==> src/rtl/timing_io.sv <==
// 4004 instruction-cycle timing: 16 sysclk per cycle (8 subcycles x 2 phases), registered strobes/SYNC/command/POC.
// All outputs are flops decoding the next state, so they track subcycle/phase; optional HALT state under CYCLE_STOP_EN.
module timing_io (
  input  logic       sysclk,
  input  logic       poc_n,
  input  logic       io_op,
`ifdef CYCLE_STOP_EN
  input  logic       stop,
  output logic       stop_ack,
`endif
  output logic       a12,
  output logic       a22,
  output logic       a32,
  output logic       m12,
  output logic       m22,
  output logic       x12,
  output logic       x22,
  output logic       x32,
  output logic       x21_clk2,
  output logic       x31_clk2,
  output logic       sync_n,
  output logic       com_n,
  output logic       poc,
  output logic [2:0] subcycle,
  output logic       phase
);

  localparam logic [2:0] SC_A1 = 3'd0;
  localparam logic [2:0] SC_A3 = 3'd2;
  localparam logic [2:0] SC_M1 = 3'd3;
  localparam logic [2:0] SC_M2 = 3'd4;
  localparam logic [2:0] SC_X2 = 3'd6;
  localparam logic [2:0] SC_X3 = 3'd7;

  logic [2:0] sub_q, sub_d;
  logic       ph_q, ph_d;
  logic       io_q, io_d;
  logic [1:0] cnt_q, cnt_d;

`ifdef CYCLE_STOP_EN
  logic halt_q, halt_d;
  logic stop_ack_q, stop_ack_d;
`else
  logic halt_d;
  assign halt_d = 1'b0;
`endif

  logic [7:0] stb_q, stb_d;
  logic       x21_q, x21_d;
  logic       x31_q, x31_d;
  logic       sync_q, sync_d;
  logic       com_q, com_d;
  logic       poc_q, poc_d;

  // State and output registers
  always_ff @(posedge sysclk or negedge poc_n) begin
    if (!poc_n) begin
      sub_q  <= SC_A1;
      ph_q   <= 1'b0;
      io_q   <= 1'b0;
      cnt_q  <= 2'd0;
      stb_q  <= 8'd0;
      x21_q  <= 1'b1;
      x31_q  <= 1'b1;
      sync_q <= 1'b1;
      com_q  <= 1'b1;
      poc_q  <= 1'b1;
`ifdef CYCLE_STOP_EN
      halt_q     <= 1'b0;
      stop_ack_q <= 1'b0;
`endif
    end else begin
      sub_q  <= sub_d;
      ph_q   <= ph_d;
      io_q   <= io_d;
      cnt_q  <= cnt_d;
      stb_q  <= stb_d;
      x21_q  <= x21_d;
      x31_q  <= x31_d;
      sync_q <= sync_d;
      com_q  <= com_d;
      poc_q  <= poc_d;
`ifdef CYCLE_STOP_EN
      halt_q     <= halt_d;
      stop_ack_q <= stop_ack_d;
`endif
    end
  end

  // Next-state logic
  always_comb begin
    sub_d = sub_q;
    ph_d  = ph_q;
    io_d  = io_q;
    cnt_d = cnt_q;
`ifdef CYCLE_STOP_EN
    halt_d = halt_q;
    if (halt_q) begin
      if (!stop) begin
        halt_d = 1'b0;
        sub_d  = SC_A1;
        ph_d   = 1'b0;
      end
    end else
`endif
    if (!ph_q) begin
      ph_d = 1'b1;
    end else begin
      ph_d = 1'b0;
      if (sub_q == SC_X3) begin
        sub_d = SC_A1;
        io_d  = 1'b0;
        if (cnt_q != 2'd3) cnt_d = cnt_q + 2'd1;
`ifdef CYCLE_STOP_EN
        // HALT parks on (X3,1) so subcycle/phase hold while stopped
        if (stop) begin
          halt_d = 1'b1;
          sub_d  = SC_X3;
          ph_d   = 1'b1;
        end
`endif
      end else begin
        sub_d = sub_q + 3'd1;
        if (sub_q == SC_M1) io_d = io_op;
      end
    end
  end

  // Output decode of the next state, registered above
  always_comb begin
    stb_d = 8'd0;
    if (ph_d && !halt_d) stb_d[sub_d] = 1'b1;
    x21_d  = ~stb_d[SC_X2];
    x31_d  = ~stb_d[SC_X3];
    sync_d = ~((sub_d == SC_X3) && !halt_d);
    poc_d  = ~cnt_d[1];
    com_d  = poc_d | ~((sub_d == SC_A3) | ((sub_d == SC_M2) & io_d));
`ifdef CYCLE_STOP_EN
    stop_ack_d = halt_d;
`endif
  end

  assign a12      = stb_q[0];
  assign a22      = stb_q[1];
  assign a32      = stb_q[2];
  assign m12      = stb_q[3];
  assign m22      = stb_q[4];
  assign x12      = stb_q[5];
  assign x22      = stb_q[6];
  assign x32      = stb_q[7];
  assign x21_clk2 = x21_q;
  assign x31_clk2 = x31_q;
  assign sync_n   = sync_q;
  assign com_n    = com_q;
  assign poc      = poc_q;
  assign subcycle = sub_q;
  assign phase    = ph_q;
`ifdef CYCLE_STOP_EN
  assign stop_ack = stop_ack_q;
`endif

endmodule
==> config.mk <==
export PLATFORM = sky130hd
export DESIGN_NAME = timing_io
export DESIGN_NICKNAME = d
export VERILOG_FILES = /design/src/rtl/timing_io.sv
export SDC_FILE = /design/constraint.sdc
export NUM_CORES = 1
export LEC_CHECK = 0
export CORE_MARGIN = 1
export CORE_UTILIZATION = 49
export DETAILED_ROUTE_END_ITERATION = 8
export HOLD_SLACK_MARGIN = 0.1
export PLACE_DENSITY = 0.81
export SLEW_MARGIN = 20
export SYNTH_ARGS = -nofsm -noshare
export SYNTH_HDL_FRONTEND = slang
export SYNTH_SLANG_ARGS = --single-unit
==> constraint.sdc <==
create_clock -name sysclk -period 3.89 [get_ports sysclk]
set_input_delay 0.389 -clock sysclk [delete_from_list [all_inputs] [get_ports sysclk]]
set_output_delay 0.389 -clock sysclk [all_outputs]
set_load 0.02 [all_outputs]
==> results of run 1 <==
## per-layer routing
metal / GRT usage [%] / vias to the layer above / share of wire (%)
met5: 0 / - / 0
met4: 12.1 / 0 / 1.5
met3: 3.80 / 2 / 6.5
met2: 28.1 / 22 / 46
met1: 22.7 / 243 / 46
li1: - / 241 / -
## power by group through the flow
stage | clock network, mW | registers [mW] | logic, mW
after CTS | 0.122 | 0.208 | 0.00604
after floorplan | 0 | 0.212 | 0.00000416
after global routing | 0.128 | 0.208 | 0.00665
after global placement | 0 | 0.212 | 0.00585
after detailed placement | 0 | 0.212 | 0.00602
final | 0.119 | 0.208 | 0.00570
## cell usage in the layout (no fill, tap or decap)
master / n
a31oi_1: 1
nand2b_1: 3
a31o_2: 1
and3_1: 1
a211o_1: 1
dfrtp_1: 15
dfstp_2: 5
nand3_1: 1
nor2b_1: 1
mux2i_1: 1
ha_1: 3
nor4_1: 1
clkdlybuf4s50_1: 19
o21ai_1: 1
clkbuf_8: 1
inv_2: 1
o211ai_2: 1
nor3b_1: 2
clkbuf_4: 3
or2_2: 2
and4b_1: 1
nor3_1: 4
nor2_1: 2
inv_1: 6
nand2_1: 1
a21oi_1: 2
## state kept, by name (all words and copies together) (netlist names)
name / cells
cnt_q: 2
com_n: 1
io_q: 1
phase: 1
poc: 1
stb_q: 8
subcycle: 3
sync_n: 1
x21_clk2: 1
x31_clk2: 1
## how the worst min path moves through the flow
stage / cells past startpoint / end / slack (ps)
after floorplan: 0 / cnt_q[0]$_DFFE_PN0P_ / 90
after global placement: 1 / io_q$_DFF_PN0_ / 480
after detailed placement: 1 / io_q$_DFF_PN0_ / 490
after CTS: 1 / io_q$_DFF_PN0_ / 510
after global routing: 1 / io_q$_DFF_PN0_ / 540
final: 1 / io_q$_DFF_PN0_ / 510
## through the flow
stage                     total power, mW  utilization [%]  hold slack, ps  cells  setup WS [ps]
final                               0.333             72.3             513     95           1900
after global routing                0.343             72.3             542     95           1850
after CTS                           0.336             72.3             515     95           1890
after detailed placement            0.218             69.7             490     91           2070
after global placement              0.218             69.7             483     91           2160
after floorplan                     0.212                -            93.4     58           2090
## layout make-up
type,instances,area (um^2)
clock buffer,4,36.3
fill,112,378
inverter,7,26.3
multi-input combinational,30,210
sequential,20,507
tap,15,18.8
timing repair buffer,19,190
## logic make-up (layout without fill, tap and decap cells)
kind of cell,count (synthesis),count (layout)
AOI/OAI and AO/OA,7,7
adders and majority gates,3,3
buffers and inverters,8,30
DFF,20,20
muxes,1,1
and+or+nand+nor,19,19
==> results.md, run 1 <==
* Reg power frac at 62.6%
* Comb power frac at 1.7%
* Core area at 1370 um^2
* Yosys reg bits at 20
* Synth top area cells: dfrtp_1 50%, dfstp_2 18%, ha_1 5.0%
* Crit-path max cell delay at 690 ps
* Cell-internal power at 267 uW
* Area Growth Syn to Fin at 31.7%
* Path length in cells of the critical path at 1
* Leading area contributor after synthesis: dfrtp_1
* Fraction of synthesized cell area in xor and xnor cells at 0%
* Unrepaired setup endpoints after global routing: false
* TNS Setup at 0 ps
* Post-synth EDFFs at 0
* Pleak at 0.480 nW
* 1st-iter DRT viols at 17
* Pin count of the biggest net entering global routing at 21
* IO Pins at 20
* Count leader, synth: dfrtp_1
* Layout cell share with drive strength beyond 1 at 17.5%
* CP Cell Sequence: clkdlybuf4s50_1
* Antenna violations before repair at 0
* Buf+Inv Stages, Crit Path at 1
* First-pass GRT wire length at 1870 um
* Syn Nets at 64
* Max Root-Sink Buffers at 2
* Setup Buffers After CTS at 0
* Total Routed Length at 1270 um
* Clk sink count at 20
* Peak Freq at 503 MHz
* Slew Viols, Final at 0
* Crit-path max FO at 13
* Largest family of logic cells by synthesized area: simple AND/OR/NAND/NOR gates
* Min-delay worst type: reg2reg
* Via count at 508
* Finished layout cell area at 988 um^2
* CTS tree: built
* R2R depth at 6
* Root Buffer: clkbuf_4
* Share of the synthesized area in the top cell type at 50.0%
* Worst-Skew Late Latency at 300 ps
* Status: completed
* Die area at 1690 um^2
* PostCTS Resize Cnt at 0
* Clock skew at 7.07 ps
* CP Launch Point: phase$_DFF_PN0_
* Hold-fix buffers, CTS at 0
* Crit path DAT at 1600 ps
* WL/cell at 13.4 um
* Die Wd at 41.1 um
* Ant diodes at 0
* Routed Antenna Nets at 0
* Final #Nets at 87
* Netlist cell types at 24
* Synthesized area at 751 um^2
* GPL Wtd Cong at 0.841
* Slowest stage cell, crit path: clkdlybuf4s50_1
* Compound-Gate Fraction of Synth Area at 6.83%
* Row cnt at 13
* Async SR Flop Fraction at 100%
* Vias in the first global route at 419
* RR Startpoint: subcycle[0]$_DFF_PN0_
* Max-cap viol count at 0
* Worst EP required at 3500 ps
* CP Capture Type: output port
* Headroom to the max-slew limit at 43.6%
* CP delay by family, top: buffers and inverters
* Net Switching at 65.6 uW
* Seq/Total Area, Yosys at 67.5%
* Startpoint Class: register
* Synth Area in Simple Gates at 14.8%
* Switching share of power at 19.7%
* Drt drc at 0
* Adder-cell share of the synthesized area at 5.00%
* R2r setup slk at 2030 ps
* Avg Vias per Cell at 5.35
* Reg-to-Reg End: com_n$_DFF_PN1_
* Most frequent cells after synthesis: 15 x dfrtp_1, 6 x inv_1, 5 x dfstp_2
* Final worst path period share at 51.1%
* H-Tree Depth at 1
* Cells after synthesis at 58
* GRT overflow at 0
* Dpl hpwl at 920 um
* Final hold vios at 0
* Power density cells at 336 nW/um^2
* Post-synthesis mux area share at 1.33%
* CTS buffer count at 3
* PortBufs at 19
* Setup Viol. Count Final at 0
* Worst Hold Launch: io_q$_DFF_PN0_
* Post-synthesis average cell area at 12.9 um^2
* Clock power frac at 35.7%
* Final min period at 1990 ps
* Starting density of the core at 54.9%
* Post-synth top flop: dfrtp_1
* TritonRoute pass-1 iters at 4
* Worst slew pin tran at 844 ps
* Maximum vdd ir drop at 0.000225 V
* Die H at 41.1 um
* Synth warnings at 0
* Worst setup endpoint: phase
* Worst-path clk slew at 110 ps
* Total global-route track usage at 18.2%
* Placed Area at 952 um^2
* CP Class: reg2out
No activity file was read; power rests on OpenSTA's default activity.
==> run 2, diff against run 1 <==
--- a/config.mk
+++ b/config.mk
@@ -6,10 +6,10 @@
 export NUM_CORES = 1
 export LEC_CHECK = 0
 export CORE_MARGIN = 1
-export CORE_UTILIZATION = 49
+export CORE_UTILIZATION = 41
 export DETAILED_ROUTE_END_ITERATION = 8
 export HOLD_SLACK_MARGIN = 0.1
-export PLACE_DENSITY = 0.81
+export PLACE_DENSITY = 0.72
 export SLEW_MARGIN = 20
 export SYNTH_ARGS = -nofsm -noshare
 export SYNTH_HDL_FRONTEND = slang
==> constraint.sdc (replaced) <==
create_clock -name sysclk -period 1.6 [get_ports sysclk]
set_input_delay 0.16 -clock sysclk [delete_from_list [all_inputs] [get_ports sysclk]]
set_output_delay 0.16 -clock sysclk [all_outputs]
set_load 0.02 [all_outputs]
==> run 2 against run 1 <==
Against the previous run: sequential share of layout area down 4.7 points; clock skew up 3.7 ps; die area rose by 19%; clock-buffer cell count down 1; setup slack lost 1800 ps; combinational power grew to 2.6 times the previous value; global-route usage fell by 2.7 points; sequential power increased by 140%; final cell count rose by 16%; clock power rose to 3.3 times the previous value; wire length shrank 5.1%; critical path type is now reg2reg.
==> results.md, run 2 (same netlist as run 1, synthesis figures left out) <==
* Setup Buffers After CTS at 0 (unchanged)
* GPL Wtd Cong at 0.738 (-12%)
* Hold-fix buffers, CTS at 0 (unchanged)
* R2r setup slk at 70 ps (-1960 ps)
* Total power at 919 uW (+180%)
* PortBufs at 19 (unchanged)
* Setup Viol. Count Final at 0 (unchanged)
* Placed Cells at 106 (+16%)
* Post-route setup slack at 74.1 ps (-1830 ps)
* Row cnt at 15 (+2)
* Worst slew pin tran at 307 ps (-537 ps)
* Unrepaired setup endpoints after global routing: false
* Avg Vias per Cell at 4.54 (-15%)
* Headroom to the max-slew limit at 79.4% (+36 points)
* Vias in the first global route at 490 (+17%)
* Total global-route track usage at 15.5% (-2.7 points)
* Starting density of the core at 43.5% (-11 points)
* H-Tree Depth at 1 (unchanged)
* Net Switching at 154 uW (+130%)
* Reg power frac at 55.1% (-7.5 points)
* IO Pins at 20 (unchanged)
* GRT overflow at 0 (unchanged)
* Core area at 1730 um^2 (+26%)
* WL/cell at 10.9 um (-18%)
* 1st-iter DRT viols at 3 (-14)
* CTS tree: built
* R2R depth at 6 (unchanged)
* Most frequent cells in the layout: 11 x dfrtp_1, 10 x clkdlybuf4s50_1, 7 x dlygate4sd2_1
* Status: completed
* Top reg by flops: stb_q
* Dpl hpwl at 893 um (-3.0%)
* Crit-path max FO at 2 (-11)
* TNS Setup at 0 ps (unchanged)
* Most common cell after layout, fill and taps aside: dfrtp_1
* Antenna violations before repair at 0 (unchanged)
* Final min period at 1530 ps
* First-pass GRT wire length at 2080 um (+11%)
* Dpl ws at 28.5 ps (-2040 ps)
* Crit path DAT at 1760 ps (+160 ps)
* Layout Cells excl Fill at 110 (+16%)
* Pleak at 0.512 nW (+6.6%)
* Total Routed Length at 1200 um (-5.1%)
* Worst-path clk slew at 110 ps (about the same)
* CP Class: reg2reg
* Worst-Skew Late Latency at 300 ps (about the same)
* Cell-internal power at 765 uW (+190%)
* Largest register FFs at 8 (unchanged)
* Startpoint Class: register
* Pin count of the biggest net entering global routing at 21 (unchanged)
* Comb power frac at 1.6% (about the same)
* CP Capture Type: register
* Min-delay worst type: in2async
* Final #Nets at 92 (+5.7%)
* Switching share of power at 16.7% (-3.0 points)
* Root Buffer: clkbuf_4
* Clock skew at 10.8 ps (+3.71 ps)
* Layout cell share with drive strength beyond 1 at 31.8% (+14 points)
* Area Growth Syn to Fin at 46.3%
* Max Root-Sink Buffers at 2 (unchanged)
* Peak Freq at 655 MHz
* Power density cells at 836 nW/um^2 (+150%)
* Clk sink count at 20 (unchanged)
* Routed Antenna Nets at 0 (unchanged)
* Clock power frac at 43.3% (+7.6 points)
* CTS buffer count at 3 (unchanged)
* Worst EP required at 1840 ps (-1660 ps)
* Maximum vdd ir drop at 0.000761 V (+240%)
* Die H at 44.8 um (+8.9%)
* Hold WS at 181 ps (-332 ps)
* TritonRoute pass-1 iters at 2 (-2)
* Die area at 2010 um^2 (+19%)
* Ant diodes at 0 (unchanged)
* Max-cap viol count at 0 (unchanged)
* Final hold vios at 0 (unchanged)
* Final worst path period share at 95.4%
* Via count at 499 (-1.8%)
* Drt drc at 0 (unchanged)
* Slew Viols, Final at 0 (unchanged)
* Die Wd at 44.8 um (+8.9%)
run 2: cell types whose count changed in the layout (fill, tap and decap cells not counted), sizes merged:
cell           change
dlymetal6s2s       +2
buf                +5
dlygate4sd2        +7
bufinv             +1
clkbuf             -1
clkdlybuf4s50      -9
run 2: stage by stage:
| stage | instance area (um^2) | utilization (%) |
|---|---|---|
| after global placement | 1040 | 60.4 |
| after CTS | 1090 | 63.0 |
| after detailed placement | 1040 | 60.4 |
| after floorplan | 792 | - |
| final | 1100 | 63.6 |
| after global routing | 1100 | 63.6 |
run 2: cell type report:
type	instances	area, um^2
fillers	145	628
flip-flops and latches	20	512
multi-input cells	30	253
repair buffers	24	224
well taps	25	31.3
clock inverters	1	30.0
inverters	7	26.3
clock buffers	3	22.5
run 2: final timing paths:
kind / from / endpoint
worst max-delay path: subcycle[0]$_DFF_PN0_ / com_n$_DFF_PN1_
worst min-delay path: poc_n / stb_q[5]$_DFF_PN0_
worst max register to register: subcycle[0]$_DFF_PN0_ / com_n$_DFF_PN1_
worst min register to register: io_q$_DFF_PN0_ / io_q$_DFF_PN0_
max in group asynchronous: poc_n / sync_n$_DFF_PN1_
min in group sysclk: io_q$_DFF_PN0_ / io_q$_DFF_PN0_
run 2: layer usage:
metal | GRT usage [%] | up-vias | part of all wire (%) | routed length (um)
li1 | - | 251 | - | -
met1 | 17.3 | 225 | 42 | 500
met2 | 23.5 | 19 | 49 | 585
met3 | 5.60 | 4 | 6.4 | 77
met4 | 12.7 | 0 | 3.3 | 40
met5 | 0 | - | 0 | 0
run 2: repair_timing:
action | CTS | global route
pin swaps | 0 | 2
gates resized for setup | 8 | 3
endpoints found under the setup margin | 7 | 3
run 2: power by group through the flow:
stage,Combinational [mW],Sequential (mW),Clock (mW)
3_3_place_gp,0.0163,0.515,0
2_1_floorplan,0.00000266,0.515,0
3_5_place_dp,0.0160,0.515,0
4_1_cts,0.0161,0.506,0.414
6_report,0.0151,0.506,0.398
5_1_grt,0.0184,0.506,0.430
run 2: worst max-delay path, stage by stage (launching register included):
cell and delay (ps):
dfrtp_2 440, ha_4 180, ha_4 150, and4b_1 170
a211o_1 240, and3_4 180, o211ai_2 120
==> run 3, diff against run 2 <==
--- a/config.mk
+++ b/config.mk
@@ -9,7 +9,7 @@
 export CORE_UTILIZATION = 41
 export DETAILED_ROUTE_END_ITERATION = 8
 export HOLD_SLACK_MARGIN = 0.1
-export PLACE_DENSITY = 0.72
+export PLACE_DENSITY = 0.73
 export SLEW_MARGIN = 20
 export SYNTH_ARGS = -nofsm -noshare
 export SYNTH_HDL_FRONTEND = slang
==> run 3 against run 2 <==
Against the previous run: sequential cell count did not move; first-iteration DRC count up 100%; via count rose by 4.6%; wire length rose by 8.7%; clock power is 30% lower; critical path depth unchanged; die area did not move; clock-buffer cell count rose by 1; non-clock buffer count is 1 higher; final cell count up 0.91%; largest power group unchanged.
==> results.md, run 3 (same netlist as run 1, synthesis figures left out) <==
* Status: completed
* Max Root-Sink Buffers at 2 (unchanged)
* Die Wd at 44.8 um (unchanged)
* Total global-route track usage at 16.2% (+0.74 points)
* Clock power frac at 34.8% (-8.5 points)
* Die area at 2010 um^2 (unchanged)
* Crit-path max FO at 2 (unchanged)
* First-pass GRT wire length at 2250 um (+8.3%)
* H-Tree Depth at 1 (unchanged)
* Worst slew pin tran at 313 ps (+5.89 ps)
* Slew Viols, Final at 0 (unchanged)
* Headroom to the max-slew limit at 79.0% (-0.40 points)
* Maximum vdd ir drop at 0.000658 V (-13%)
* Root Buffer: clkbuf_4
* CTS buffer count at 3 (unchanged)
* Dpl hpwl at 964 um (+8.0%)
* Startpoint Class: register
* Most common cell after layout, fill and taps aside: dfrtp_1
* Unrepaired setup endpoints after global routing: true
* Largest register FFs at 8 (unchanged)
* CP Capture Type: register
* Min-delay worst type: in2async
* Final hold vios at 0 (unchanged)
* Die H at 44.8 um (unchanged)
* Ant diodes at 0 (unchanged)
* Layout cell share with drive strength beyond 1 at 32.6% (+0.79 points)
* Crit-path max cell delay at 440 ps (about the same)
* CP Class: reg2reg
* Pleak at 0.529 nW (+3.4%)
* Starting density of the core at 43.5% (unchanged)
* Hold-fix buffers, CTS at 0 (unchanged)
* Final min period at 1530 ps (+6.32 ps)
* Most used cell, CP: ha_4
* Buf+Inv Stages, Crit Path at 0 (unchanged)
* Crit path DAT at 1760 ps (about the same)
* Area Growth Syn to Fin at 47.2%
* Clk sink count at 20 (unchanged)
* PortBufs at 19 (unchanged)
* Peak Freq at 653 MHz (-0.41%)
* Antenna violations before repair at 0 (unchanged)
* Worst-path clk slew at 110 ps (about the same)
* GPL Wtd Cong at 0.748 (+1.4%)
* Final #Nets at 93 (+1.1%)
* Drt drc at 0 (unchanged)
* Routed Antenna Nets at 0 (unchanged)
* Total power at 799 uW (-13%)
* Final worst path period share at 95.8% (+0.40 points)
* 1st-iter DRT viols at 6 (+3)
* Final core utilization at 64.0% (+0.36 points)
* CP delay by family, top: flip-flops
* Slowest stage cell, crit path: dfrtp_2
* WL/cell at 11.8 um (+7.7%)
* Net Switching at 149 uW (-3.1%)
* Most frequent cells in the layout: 11 x dfrtp_1, 10 x clkdlybuf4s50_1, 6 x inv_1, 6 x dlymetal6s2s_1, 6 x buf_4
* Setup Viol. Count Final at 0 (unchanged)
* Max-cap viol count at 0 (unchanged)
* Pin count of the biggest net entering global routing at 21 (unchanged)
* CP Cell Sequence: ha_4 > ha_4 > and4b_1 > a211o_1 > and3_4 > o211ai_2
* IO Pins at 20 (unchanged)
* Via count at 522 (+4.6%)
* TritonRoute pass-1 iters at 4 (+2)
* Power density cells at 723 nW/um^2 (-13%)
* Fill cells at 144 (-0.69%)
* Worst-Skew Late Latency at 290 ps (about the same)
* Switching share of power at 18.6% (+1.9 points)
* Worst EP required at 1830 ps (about the same)
* Core area at 1730 um^2 (unchanged)
* Top reg by flops: stb_q
* Comb power frac at 1.9% (+0.3 points)
* Vias in the first global route at 496 (+1.2%)
* Avg Vias per Cell at 4.70 (+3.7%)
* Clock skew at 6.56 ps (-4.22 ps)
* GRT overflow at 0 (unchanged)
* CTS tree: built
* Total Routed Length at 1310 um (+8.7%)
* Cell-internal power at 650 uW (-15%)
* Row cnt at 15 (unchanged)
* Reg power frac at 63.3% (+8.2 points)
[run 3: changes by cell type in the layout (fill, tap and decap cells not counted)]
cell            delta
dlygate4sd2_1      -4
dlymetal6s2s_1     +4
buf_4              +1
bufinv_16          -1
clkbuf_8           +1
[run 3: worst paths after layout]
kind	from	to	slack, ps	depth (start not counted)
max	subcycle[1]$_DFF_PN0_	com_n$_DFF_PN1_	70	6
min	poc_n	stb_q[5]$_DFF_PN0_	190	2
max reg2reg	subcycle[1]$_DFF_PN0_	com_n$_DFF_PN1_	70	6
min reg2reg	io_q$_DFF_PN0_	io_q$_DFF_PN0_	520	1
max in group asynchronous	poc_n	sync_n$_DFF_PN1_	1140	2
min in group sysclk	io_q$_DFF_PN0_	io_q$_DFF_PN0_	520	1
[run 3: final cells by class]
| type | instances | area [um^2] | share of cell area, % |
|---|---|---|---|
| Tap cell | 25 | 31.3 | 2.83 |
| Clock buffer | 4 | 36.3 | 3.28 |
| Timing Repair Buffer | 25 | 246 | 22.3 |
| Multi-Input combinational cell | 30 | 253 | 22.9 |
| Sequential cell | 20 | 512 | 46.3 |
| Inverter | 7 | 26.3 | 2.38 |
[run 3: power by group through the flow]
stage	clock (mW)	combinational, mW	sequential, mW
floorplan	0	0.00000266	0.515
global placement	0	0.0163	0.515
detailed placement	0	0.0162	0.515
CTS	0.287	0.0163	0.506
global route	0.307	0.0181	0.506
finish	0.278	0.0155	0.506
[run 3: worst reg2reg max path: cells and delay by family, from the launching register on]
kind	cells	cell delay, ps
AND/OR/NAND/NOR	2	340
adder cells (fa/ha/maj)	2	330
AO/OA/AOI/OAI	2	360
flip-flops	1	440
[run 3: metal layers]
metal	track usage [%]	wire [um]	part of all wire, %	vias to the layer above
met4	10.9	36	2.8	0
met5	0	0	0	-
li1	-	-	-	249
met2	25.9	641	49	19
met3	2.80	59	4.5	4
met1	20.1	571	44	250
[run 3: timing repair]
item	4_1_cts	5_1_grt
setup buffers	0	1
setup endpoints to repair	4	7
pin swaps	0	1
gates resized for setup	4	7
[run 3: metrics by stage]
step,TNS [ps],setup slack (ps),cell area (um^2),hold WS [ps],cells
after global placement,0,56.3,1040,489,106
final,0,67.8,1100,190,111
after global routing,-3.63,-3.63,1100,202,111
after floorplan,-25.0,-25.0,792,-136,58
after detailed placement,0,28.8,1040,494,106
after CTS,0,5.57,1080,195,110
